### src/rtl/neuron_pkg.sv
// Shared neuron constants: spike-output CSR location on the user-project bus
// and the spike word width used by the neuron core and the bus address map.
package neuron_pkg;

    localparam logic [31:0] SPIKE_OUT_BASE_ADDR = 32'h3000_8000;
    localparam int          SPIKE_W             = 32;
    localparam int          SPIKE_BYTES         = SPIKE_W / 8;

endpackage

### src/rtl/neuron_spike_out_csr.sv
// Wishbone-B4 classic slave holding the neuron spike-output word, with a
// core-side load port. Define SPIKE_OUT_IRQ_EN to add the sticky irq_o flag.
module neuron_spike_out_csr
    import neuron_pkg::*;
#(
    parameter logic [31:0] BASE_ADDR = SPIKE_OUT_BASE_ADDR,
    parameter int          DATA_W    = SPIKE_W
) (
    input  logic                wb_clk_i,
    input  logic                wb_rst_i,
    input  logic                wbs_cyc_i,
    input  logic                wbs_stb_i,
    input  logic                wbs_we_i,
    input  logic [DATA_W/8-1:0] wbs_sel_i,
    input  logic [31:0]         wbs_adr_i,
    input  logic [DATA_W-1:0]   wbs_dat_i,
    output logic                wbs_ack_o,
    output logic [DATA_W-1:0]   wbs_dat_o,
    input  logic [DATA_W-1:0]   external_spike_data_i,
    input  logic                external_write_en_i
`ifdef SPIKE_OUT_IRQ_EN
    ,
    output logic                irq_o
`endif
);

    logic                ack_reg;
    logic [DATA_W-1:0]   spike_reg;
    logic [DATA_W-1:0]   spike_next;
    logic [DATA_W-1:0]   dat_o_reg;
    logic [DATA_W-1:0]   dat_o_next;
    logic                hit;
    logic                wr_hit;
    logic                rd_hit;
    logic                unused_adr_bits;

    // Byte offset within the word plays no part in decode.
    assign unused_adr_bits = ^wbs_adr_i[1:0];

    // The pending ack term blocks a second hit, so a held strobe is acked
    // every other cycle.
    assign hit    = wbs_cyc_i & wbs_stb_i
                  & (wbs_adr_i[31:2] == BASE_ADDR[31:2]) & ~ack_reg;
    assign wr_hit = hit & wbs_we_i;
    assign rd_hit = hit & ~wbs_we_i;

    genvar gi;
    generate
        for (gi = 0; gi < DATA_W / 8; gi++) begin : g_lane
            always_comb begin
                spike_next[gi*8 +: 8] = spike_reg[gi*8 +: 8];
                if (external_write_en_i) begin
                    spike_next[gi*8 +: 8] = external_spike_data_i[gi*8 +: 8];
                end else if (wr_hit && wbs_sel_i[gi]) begin
                    spike_next[gi*8 +: 8] = wbs_dat_i[gi*8 +: 8];
                end
            end
        end
    endgenerate

    // Read data is only non-zero during the ack cycle.
    assign dat_o_next = rd_hit ? spike_reg : '0;

    always_ff @(posedge wb_clk_i) begin
        if (!wb_rst_i) begin
            ack_reg   <= 1'b0;
            spike_reg <= '0;
            dat_o_reg <= '0;
        end else begin
            ack_reg   <= hit;
            spike_reg <= spike_next;
            dat_o_reg <= dat_o_next;
        end
    end

    assign wbs_ack_o = ack_reg;
    assign wbs_dat_o = dat_o_reg;

`ifdef SPIKE_OUT_IRQ_EN
    logic irq_reg;
    logic irq_next;

    // A core load in the same cycle as a clearing read keeps the flag set.
    always_comb begin
        irq_next = irq_reg;
        if (rd_hit) begin
            irq_next = 1'b0;
        end
        if (external_write_en_i) begin
            irq_next = 1'b1;
        end
    end

    always_ff @(posedge wb_clk_i) begin
        if (!wb_rst_i) begin
            irq_reg <= 1'b0;
        end else begin
            irq_reg <= irq_next;
        end
    end

    assign irq_o = irq_reg;
`endif

endmodule

### config.mk
export PLATFORM = sky130hd
export DESIGN_NAME = neuron_spike_out_csr
export DESIGN_NICKNAME = d
export VERILOG_FILES = /design/src/rtl/neuron_pkg.sv /design/src/rtl/neuron_spike_out_csr.sv
export SDC_FILE = /design/constraint.sdc
export NUM_CORES = 1
export LEC_CHECK = 0
export ABC_AREA = 0
export CORE_MARGIN = 2
export CORE_UTILIZATION = 41
export CTS_BUF_LIST = sky130_fd_sc_hd__clkbuf_4 sky130_fd_sc_hd__clkbuf_8 sky130_fd_sc_hd__clkbuf_16
export DETAILED_ROUTE_END_ITERATION = 7
export GPL_ROUTABILITY_DRIVEN = 0
export PLACE_DENSITY = 0.8
export SETUP_SLACK_MARGIN = 0.5
export SLEW_MARGIN = 30
export SYNTH_ARGS = -nofsm -noshare
export SYNTH_HDL_FRONTEND = slang
export SYNTH_SLANG_ARGS = --single-unit
### constraint.sdc
create_clock -name wb_clk_i -period 1.9 [get_ports wb_clk_i]
set_input_delay 0.19 -clock wb_clk_i [delete_from_list [all_inputs] [get_ports wb_clk_i]]
set_output_delay 0.19 -clock wb_clk_i [all_outputs]
set_load 0.02 [all_outputs]
# After elaboration in Yosys (flattened, before gate mapping)
# Index checks and enable logic that the tools add are counted.
[totals]
ff_bits = 65
input_bits = 106
out_inout_bits = 33
elab_cells = 31
[op_classes]
eq_ne = 1
n_mux = 8
n_bitwise = 7
n_reduce_logical = 9
[op_table]
columns = ["op", "count"]
rows = [
  ["8-bit 2-to-1 mux", 8],
  ["30-bit by 28-bit equality test with 1-bit output (second input constant)", 1],
  ["2-bit nonzero test", 4],
  ["1-bit bitwise AND", 5],
  ["1-bit logical AND", 4],
  ["1-bit inverter", 2],
  ["2-bit AND reduction", 1],
]

# Depth between registers and ports, before layout
# Gate-level depths: netlist (run 1).
[logic_depth]
ltp_word = 7
depth_mapped = 6

# Worst setup path before layout (run 1)
# OpenSTA, ideal clock, no wires.
[synth_path]
kind = "flip-flop to flip-flop"
startpoint = "register ack_reg (netlist: wbs_ack_o)"
endpoint = "register spike_reg[0]"
setup_ps = 73
t_arrival_ps = 1396
setup_slack_ps = 431
stages_incl_launch_ff = 6
path_buffers = 1
period_less_slack_ps = 1469
path_cell_list = "dfxtp_1 nor4b_2 and4_1 buf_4 a41oi_4 mux2i_1"
[synth_between]
elab_chain_cells = 5
[synth_rtl]
columns = ["element", "line", "rtl"]
rows = [
  ["start, declared", "neuron_spike_out_csr.sv:27", "logic ack_reg;"],
  ["start signal, assigned", "neuron_spike_out_csr.sv:70", "ack_reg <= hit;"],
  ["1-bit inverter", "neuron_spike_out_csr.sv:43", "& (wbs_adr_i[31:2] == BASE_ADDR[31:2]) & ~ack_reg;"],
  ["1-bit bitwise AND", "neuron_spike_out_csr.sv:43", ""],
  ["1-bit bitwise AND", "neuron_spike_out_csr.sv:44", "assign wr_hit = hit & wbs_we_i;"],
  ["1-bit logical AND", "neuron_spike_out_csr.sv:54", "end else if (wr_hit && wbs_sel_i[gi]) begin"],
  ["2-bit nonzero test (no source line)", "-", ""],
  ["end signal, assigned", "neuron_spike_out_csr.sv:71", "spike_reg <= spike_next;"],
  ["end, declared", "neuron_spike_out_csr.sv:28", "logic [DATA_W-1:0] spike_reg;"],
]
# Every way passes these cells.
# A chain may end at the register's enable or synchronous reset.

# Worst setup path in the final report (run 1)
[layout_path]
startpoint = "input port wbs_adr_i[19]"
endpoint = "register spike_reg[4]"
[layout_between]
elab_chain_cells = 6
[layout_rtl]
columns = ["element", "line", "rtl"]
rows = [
  ["start, declared", "neuron_spike_out_csr.sv:15", "input logic [31:0] wbs_adr_i,"],
  ["30-bit by 28-bit equality test with 1-bit output", "neuron_spike_out_csr.sv:43", ""],
  ["1-bit bitwise AND (2 in series)", "neuron_spike_out_csr.sv:43", ""],
  ["1-bit bitwise AND", "neuron_spike_out_csr.sv:44", ""],
  ["1-bit logical AND", "neuron_spike_out_csr.sv:54", ""],
  ["2-bit nonzero test (no source line)", "-", ""],
]
# Every way passes these cells.

==> summary.md, run 1 <==
| Metric | Value |
|---|---|
| Worst slew pin tran | slightly above 800 ps |
| Finish-stage setup viols | 0 |
| Fin util | 66.6% |
| GRT met3 Usage | 3.73% |
| Post-DP HPWL | between 5000 and 6000 µm |
| Inserted Diodes | 0 |
| Clock skew | between 5 and 6 ps |
| Final Slew Violations | 0 |
| Buffer count from post-CTS setup fixing | 0 |
| GR met2 Demand/Resource | 31.0% |
| Slew headroom | 45.1% |
| Vias | about 2400 |
| Die Wd | roughly 89 µm |
| Crit path max-delay cell type | clkdlybuf4s50_1 |
| Final Hold Fails | 0 |
| CP startpoint kind | input port |
| Via/cell ratio | between 4 and 5 |
| Share of cells above drive strength 1 | between 10% and 20% |
| Distinct cells, synth | 22 |
| Max VDD drop | 0.000433 V |
| Average cell area after synthesis | roughly 11 µm² |
| Core ar. | between 6000 and 7000 µm² |
| DR iter-0 viols | 79 |
| Gr usage total | between 10% and 20% |
| P&R area growth vs syn | 55.3% |
| CTS Buf Count | 9 |
| First-pass GRT wire length | roughly 11000 µm |
| Fillcell total | around 580 |
| Yosys warns | 0 |
| Reg2reg setup slack | 380 ps |
| Cells after Synth | between 200 and 300 |
| Vias in the first global route | approximately 2400 |
| RSZ-0062 raised after global routing | yes |
| First-pass detailed-route iteration total | 4 |
| Slowest Stage Delay on Critical Path | around 400 ps |
| WP data required | about 2100 ps |
| Status | finished clean |
| Pleak | 1.84 nW |
| Core Rows | 30 |
| Reg clk slew, reported paths | 70 ps |
| Largest cells by area after synthesis | dfxtp_1, nor3b_2, mux2i_1 |
| Post-synth top cells | dfxtp_1, nand2_1, mux2i_1, nand2b_1, o211ai_1 |
| Critical path cell sequence | clkdlybuf4s50_1, nor4_1, and4_4, buf_12, a41oi_4, mux2i_1 |
| Sequential area share after synthesis | 44.2% |
| Classification of the worst setup path | input port to flop |
| Die area | 7880 µm² |
| Net count after synthesis | between 300 and 400 |
| Most numerous cell in the Yosys netlist | dfxtp_1 |
| Critical Path AT | approximately 1800 ps |
| Final wirelength | between 7000 and 8000 µm |
| Minimum clock period | around 1600 ps |
| Clk Latency, worst-skew pair | approximately 320 ps |
| Initial Util | a little over two fifths |
| Async set or reset register ratio after synthesis | 0% |
| Top Ports | ~140 |
| GR peak layer | met2 |
| Longest Clk Path Bufs | 2 |
| Register bit total from synthesis | between 60 and 70 |
| Number of max-cap violations | 0 |
| WL per Instance | roughly 14 µm |
| Tightest Hold Check Type | input port to flop |
| Post-synth top area share | between 40 and 50% |
| CTS tree | built |
| Met1 global-route usage | 21.0% |
| Root Driver | clkbuf_8 |
| Endpoint class of the critical path | flop |
| H-tree Lvls | 3 |
| Cts hold-fix bufs | 0 |
| Power per cell area | 627 nW/µm² |
| Initial antenna violation count | 0 |
| Total gr overflow | 0 |
| Top_reg_cell synth | dfxtp_1 |
| Synth Cell Area | about 2900 µm² |
| Design Power | around 2.9 mW |
| Final worst-path cycle share | 81.9% |
| Fmax | 643 MHz |
| Worst-path fanout max | 8 |
| Fin nets | around 510 |
| Die Height | between 80 and 90 µm |
| Drt drc | 0 |
| Port buffer count | roughly 140 |
| Synth area leader | dfxtp_1 |
| Largest net degree at the start of global routing | 43 |
| Number of synthesized flops with an enable pin | 0 |
| Antenna viol nets, final | 0 |
| Clock sinks | 65 |
[metal layers]
layer,wire length (µm),vias to the layer above,share of wire [%]
li1,-,1228,-
met3,366,11,5.2
met5,0,-,0
met2,3500,75,50
met4,136,0,1.9
met1,3020,1096,43
[kinds of logic after synthesis]
kind of cell	after synthesis	synth area share, %
muxes	32	10.9
buffers and inverters	24	4.12
AOI/OAI and AO/OA	36	11.9
and+or+nand+nor	113	29.0
DFF	65	44.2
[worst max-delay path, delay by kind of cell]
| kind | cells | cell delay [ps] |
|---|---|---|
| AO/OA/AOI/OAI | 1 | 250 |
| buffers and inverters | 2 | 530 |
| AND/OR/NAND/NOR | 2 | 560 |
| multiplexers | 1 | 200 |
[area by class of cell]
| cell class | instances | area, µm² | area share, % |
|---|---|---|---|
| Timing Repair Buffer | 147 | 1440 | 31.5 |
| Inverter | 1 | 3.75 | 0.0820 |
| Clock buffer | 9 | 124 | 2.71 |
| Tap cell | 96 | 120 | 2.62 |
| Clock inverter | 7 | 47.5 | 1.04 |
| Multi-Input combinational cell | 181 | 1540 | 33.6 |
| Sequential cell | 65 | 1300 | 28.5 |
[placed cells by master, fill, tap and decap left out, drive strengths merged, types with 2 or more instances in the layout]
cell type / Yosys / layout
nand2b: 32 / 32
nand2: 33 / 33
clkbuf: 15 / 9
clkinv: 0 / 5
nor2: 2 / 2
and2: 4 / 4
buf: 8 / 14
and4: 2 / 2
nor4: 5 / 5
nor3b: 32 / 32
clkinvlp: 0 / 2
clkdlybuf4s50: 0 / 86
a41oi: 4 / 4
dlymetal6s2s: 0 / 2
dlygate4sd2: 0 / 45
mux2i: 32 / 32
dfxtp: 65 / 65
o211ai: 32 / 32
[worst paths after layout]
kind,endpoint,start,depth (start not counted)
worst max-delay path,spike_reg[4]$_SDFFE_PN0P_,wbs_adr_i[19],6
worst min register to register,spike_reg[17]$_SDFFE_PN0P_,spike_reg[17]$_SDFFE_PN0P_,2
worst min-delay path,spike_reg[23]$_SDFFE_PN0P_,wb_rst_i,3
worst max register to register,spike_reg[4]$_SDFFE_PN0P_,wbs_ack_o$_SDFF_PN0_,5
[metrics by stage]
stage,worst slack (ps),TNS [ps],cells,instance area [µm²],hold slack [ps]
6_report,344,0,506,4580,361
5_1_grt,293,0,506,4580,369
4_1_cts,362,0,506,4570,357
3_5_place_dp,-50.1,-530,490,4440,446
3_3_place_gp,-11.2,-70.9,490,4440,440
2_1_floorplan,499,0,270,2960,394
[where the power goes]
part | switching, mW | internal [mW]
clock | 0.521 | 0.470
combinational | 0.160 | 0.286
sequential | 0.0213 | 1.41
total | 0.702 | 2.17
[timing repair]
action                     CTS  global route
pin swaps                    5             4
setup endpoints to repair   98            65
resized for setup           48             3
No activity file was read; power rests on OpenSTA's default activity.
==> run 2: changes to the inputs <==
CORE_UTILIZATION = 37   (was 41)
PLACE_DENSITY = 0.76   (was 0.8)
clock period = 1.3 ns   (was 1.9 ns; I/O delays follow)
==> run 2 against run 1 <==
  * The run now ends with setup timing left
  * Clock skew increased by 5.9 ps
  * Setup slack worse by 620 ps
  * Power grew 66%
  * Final area increased by 11%
  * Global-route usage grew 0.33 points
  * Critical path type unchanged
  * Highest routed layer unchanged
==> summary.md, run 2 (synthesized netlist as in run 1, its figures left out) <==
| Metric | Value |
|---|---|
| Final Slew Violations | 0 |
| Fin nets | between 500 and 600 |
| Hold Slack | just under 200 ps |
| Inserted Diodes | 0 |
| Fillcell total | ~600 |
| Root Driver | clkbuf_8 |
| Antenna viol nets, final | 0 |
| First-pass GRT wire length | approximately 12000 µm |
| Clock sinks | between 60 and 70 |
| Initial Util | a little under two fifths |
| Crit path max-delay cell type | clkdlybuf4s50_1 |
| First-pass detailed-route iteration total | 4 |
| Worst slew pin tran | around 480 ps |
| Total gr overflow | 0 |
| Die area | 8690 µm² |
| Failing checks | setup timing |
| Gr usage total | between 10% and 20% |
| Clk Latency, worst-skew pair | 330 ps |
| Drt drc | 0 |
| Area of the multi-input gates | approximately 1600 µm² |
| Post-DP HPWL | 5460 µm |
| Endpoint class of the critical path | flop |
| Slowest Stage Delay on Critical Path | 480 ps |
| Final Hold Fails | 0 |
| H-tree Lvls | 3 |
| Top Ports | 139 |
| Worst-path fanout max | 8 |
| Fin util | between 60 and 70% |
| Longest Clk Path Bufs | 2 |
| Share of cells above drive strength 1 | a little over a third |
| Slew headroom | 67.6% |
| Cts hold-fix bufs | 0 |
| RSZ-0062 raised after global routing | yes |
| Reg clk slew, reported paths | 70 ps |
| Core ar. | 7730 µm² |
| Number of max-cap violations | 0 |
| Largest net degree at the start of global routing | 45 |
| Vias | 2556 |
| FF+latch area | 1340 µm² |
| Via/cell ratio | 4.88 |
| Fmax | 634 MHz |
| Die Height | approximately 93 µm |
| Critical path cell sequence | clkdlybuf4s50_1, nor4bb_4, and4_4, buf_12, a41oi_4, mux2i_1 |
| Max VDD drop | between 0.0005 and 0.0006 V |
| Status | finished with violations |
| CTS Buf Count | 9 |
| Critical Path AT | 1770 ps |
| WP data required | around 1500 ps |
| Most common cell after layout, fill and taps aside | clkdlybuf4s50_1 |
| Classification of the worst setup path | input port to flop |
| Pleak | 1.96 nW |
| Clock skew | approximately 12 ps |
| Tightest Hold Check Type | input port to flop |
| Core Rows | 32 |
| P&R area growth vs syn | 72.1% |
| Final wirelength | about 7900 µm |
| Final WS setup | -277 ps |
| Die Wd | approximately 93 µm |
| Most frequent cells in the layout | clkdlybuf4s50_1, buf_6, nand2_1, dfxtp_2 |
| Power per cell area | approximately 940 nW/µm² |
| Finish-stage setup viols | 65 |
| Minimum clock period | 1580 ps |
| DR iter-0 viols | 95 |
| WL per Instance | ~15 µm |
| Port buffer count | roughly 140 |
| Vias in the first global route | 2528 |
| CTS tree | built |
| CP startpoint kind | input port |
| Initial antenna violation count | 0 |
| Final worst-path cycle share | 121% |
-- run 2: repair_timing --
action / in CTS / in global routing
buffers inserted: 5 / 1
gates resized for setup: 249 / 9
endpoints found under the setup margin: 98 / 98
cloned: 3 / 0
pin swaps: 7 / 3
-- run 2: final cells by class --
type | count | area share [%]
Clock buffer | 12 | 3.01
Clock inverter | 4 | 1.50
Inverter | 1 | 0.0740
Multi-Input combinational cell | 181 | 31.9
Sequential cell | 65 | 26.5
Tap cell | 102 | 2.52
Timing Repair Buffer | 159 | 34.5
-- run 2: per-layer routing --
metal  vias up  global-route usage, %  share of wire (%)
li1       1252                      -                  -
met1      1208                   22.0                 43
met2        86                   31.4                 50
met3        10                   4.51                5.7
met4         0                   6.25                1.5
met5         -                      0                  0
-- run 2: metrics by stage --
stage	setup slack (ps)	instances	power, mW	area, µm²	setup TNS, ps
3_5_place_dp	-686	499	2.83	4480	-38740
4_1_cts	-276	523	4.78	5010	-13450
2_1_floorplan	-101	270	2.43	2960	-5410
6_report	-277	524	4.77	5070	-15160
5_1_grt	-358	524	4.97	5070	-18250
3_3_place_gp	-615	499	2.81	4480	-34880
-- run 2: final timing paths --
path              depth (start not counted)                         end                  startpoint  slack, ps
setup reg to reg                          5  spike_reg[25]$_SDFFE_PN0P_        wbs_ack_o$_SDFF_PN0_       -250
hold / removal                            3  spike_reg[20]$_SDFFE_PN0P_                    wb_rst_i        190
setup / recovery                          6  spike_reg[25]$_SDFFE_PN0P_                   wbs_stb_i       -280
hold reg to reg                           2  spike_reg[13]$_SDFFE_PN0P_  spike_reg[13]$_SDFFE_PN0P_        460
-- run 2: power by group --
part | internal (mW) | switching, mW
Combinational | 0.454 | 0.257
Clock | 1.18 | 0.776
Sequential | 2.06 | 0.0342
Total | 3.70 | 1.07
-- run 2: worst max-delay path: cells and delay by family --
kind                   cells  cell delay [ps]
buffers and inverters      2              610
AOI/OAI and AO/OA          1              240
and+or+nand+nor            2              600
muxes                      1              190
==> run 3: changes to the inputs <==
CORE_UTILIZATION = 44   (was 37)
PLACE_DENSITY = 0.85   (was 0.76)
clock period = 2 ns   (was 1.3 ns; I/O delays follow)
==> run 3 against run 2 <==
  * The run ends with DRC left
  * Register-to-register slack improved by 600 ps
  * Largest power group unchanged
  * Clock skew fell by 5.3 ps
  * Final cell count fell by 6.7%
==> summary.md, run 3 (synthesized netlist as in run 1, its figures left out) <==
| Metric | Value |
|---|---|
| Status | finished with violations |
| Failing checks | DRC |
| Cells after DPL | around 470 |
| Core ar. | roughly 6400 µm² |
| Area of the multi-input gates | between 1500 and 2000 µm² |
| Die Height | 85.8 µm |
| Finished Layout Cells | ~490 |
| Pleak | between 1.5 and 2 nW |
| Critical Path AT | between 1500 and 2000 ps |
| Final wirelength | between 7000 and 8000 µm |
| Power per cell area | 640 nW/µm² |
| Worst-path fanout max | 9 |
| Number of max-cap violations | 0 |
| Root Driver | clkbuf_8 |
| Tightest Hold Check Type | input port to flop |
| Initial Util | a little under half |
| Share of cells above drive strength 1 | 18.9% |
| First-pass GRT wire length | roughly 12000 µm |
| Most frequent cells in the layout | clkdlybuf4s50_1, dfxtp_1, nand2_1 |
| RR Startpoint | wbs_ack_o$_SDFF_PN0_ |
| Cts hold-fix bufs | 0 |
| Vias in the first global route | roughly 2500 |
| Drt drc | 10 |
| Longest Clk Path Bufs | 2 |
| Cell area after layout | between 4000 and 5000 µm² |
| Worst setup startpoint | wbs_adr_i[16] |
| Total gr overflow | 0 |
| Fin nets | roughly 500 |
| FF+latch area | around 1300 µm² |
| Design Power | approximately 3.1 mW |
| First-pass detailed-route iteration total | 7 |
| Final Slew Violations | 0 |
| CTS Buf Count | 9 |
| Fillcell total | 440 |
| Minimum clock period | approximately 1700 ps |
| Die area | between 7000 and 8000 µm² |
| Slew headroom | roughly 62% |
| Post-DP HPWL | between 5000 and 6000 µm |
| Clock sinks | between 60 and 70 |
| CTS tree | built |
| Antenna viol nets, final | 0 |
| Die Wd | about 86 µm |
| P&R area growth vs syn | 64.1% |
| Gr usage total | 20.8% |
| Inserted Diodes | 0 |
| RSZ-0062 raised after global routing | yes |
| Final Hold Fails | 0 |
| H-tree Lvls | 3 |
| DR iter-0 viols | between 60 and 70 |
| Core Rows | 29 |
| Fmax | between 600 and 700 MHz |
| Vias | about 2500 |
| Reg2reg end | wbs_dat_o[14]$_SDFF_PN0_ |
| Register-to-Register Path Depth | 6 |
| Reg clk slew, reported paths | 70 ps |
| Port buffer count | about 140 |
| Via/cell ratio | between 5 and 6 |
| Most common cell after layout, fill and taps aside | clkdlybuf4s50_1 |
| Clock skew | between 6 and 7 ps |
| Crit path to | wbs_dat_o[14]$_SDFF_PN0_ |
| WP data required | approximately 2300 ps |
| WL per Instance | approximately 16 µm |
| Initial antenna violation count | 0 |
| Clk Latency, worst-skew pair | around 340 ps |
| Largest net degree at the start of global routing | 47 |
| Final worst-path cycle share | 82.5% |
| CP startpoint kind | input port |
| Reg2reg setup slack | 350 ps |
| Classification of the worst setup path | input port to flop |
| Finish-stage setup viols | 0 |
| Top Ports | 139 |
| Endpoint class of the critical path | flop |
| Worst slew pin tran | around 570 ps |
| Max VDD drop | between 0.0004 and 0.0005 V |
| Placed instance area | around 4400 µm² |
## run 3: area by class of cell
| class | count | share of cell area, % |
|---|---|---|
| clock buffer | 13 | 3.57 |
| clock inverter | 2 | 1.24 |
| inverter | 1 | 0.0776 |
| multi-input combinational | 181 | 32.9 |
| sequential | 65 | 26.9 |
| tap | 77 | 1.99 |
| timing repair buffer | 150 | 33.2 |
## run 3: layer usage
layer / routed length [µm] / track usage, % / up-vias
li1: - / - / 1234
met3: 378 / 3.56 / 14
met4: 179 / 10.1 / 0
met2: 4030 / 37.9 / 88
met5: 0 / 0 / -
met1: 3130 / 23.2 / 1168
## run 3: how the worst min path moves through the flow
stage / start / endpoint / cells after the start / slack, ps
after floorplan: wb_rst_i / wbs_dat_o[0]$_SDFF_PN0_ / 2 / 380
after global placement: spike_reg[4]$_SDFFE_PN0P_ / spike_reg[4]$_SDFFE_PN0P_ / 2 / 440
after detailed placement: spike_reg[4]$_SDFFE_PN0P_ / spike_reg[4]$_SDFFE_PN0P_ / 2 / 450
after CTS: wbs_we_i / wbs_dat_o[17]$_SDFF_PN0_ / 2 / 320
after global routing: wbs_we_i / wbs_dat_o[16]$_SDFF_PN0_ / 2 / 360
final: wbs_we_i / wbs_dat_o[15]$_SDFF_PN0_ / 2 / 350
## run 3: stage by stage
step	util, %	hold slack, ps	setup WS (ps)	TNS, ps
2_1_floorplan	-	380	531	0
3_3_place_gp	68.5	439	41.9	0
3_5_place_dp	68.5	449	-52.5	-368
4_1_cts	73.3	317	371	0
5_1_grt	75.3	357	278	0
6_report	75.3	352	349	0
## run 3: critical path, stage by stage
cell and delay [ps]:
clkdlybuf4s50_1 400, nor4_1 270, and4_4 280, buf_12 120
nand4_4 220, clkbuf_16 280, nor3b_2 160
## run 3: timing repair
item / in CTS / in global routing
pin swaps: 5 / 12
resized for setup: 22 / 18
cloned: 1 / 2
buffers inserted: 1 / 1
setup endpoints to repair: 67 / 70
## run 3: power by group
part / switching [mW] / internal (mW)
combinational: 0.161 / 0.279
sequential: 0.0219 / 1.34
clock: 0.476 / 0.812
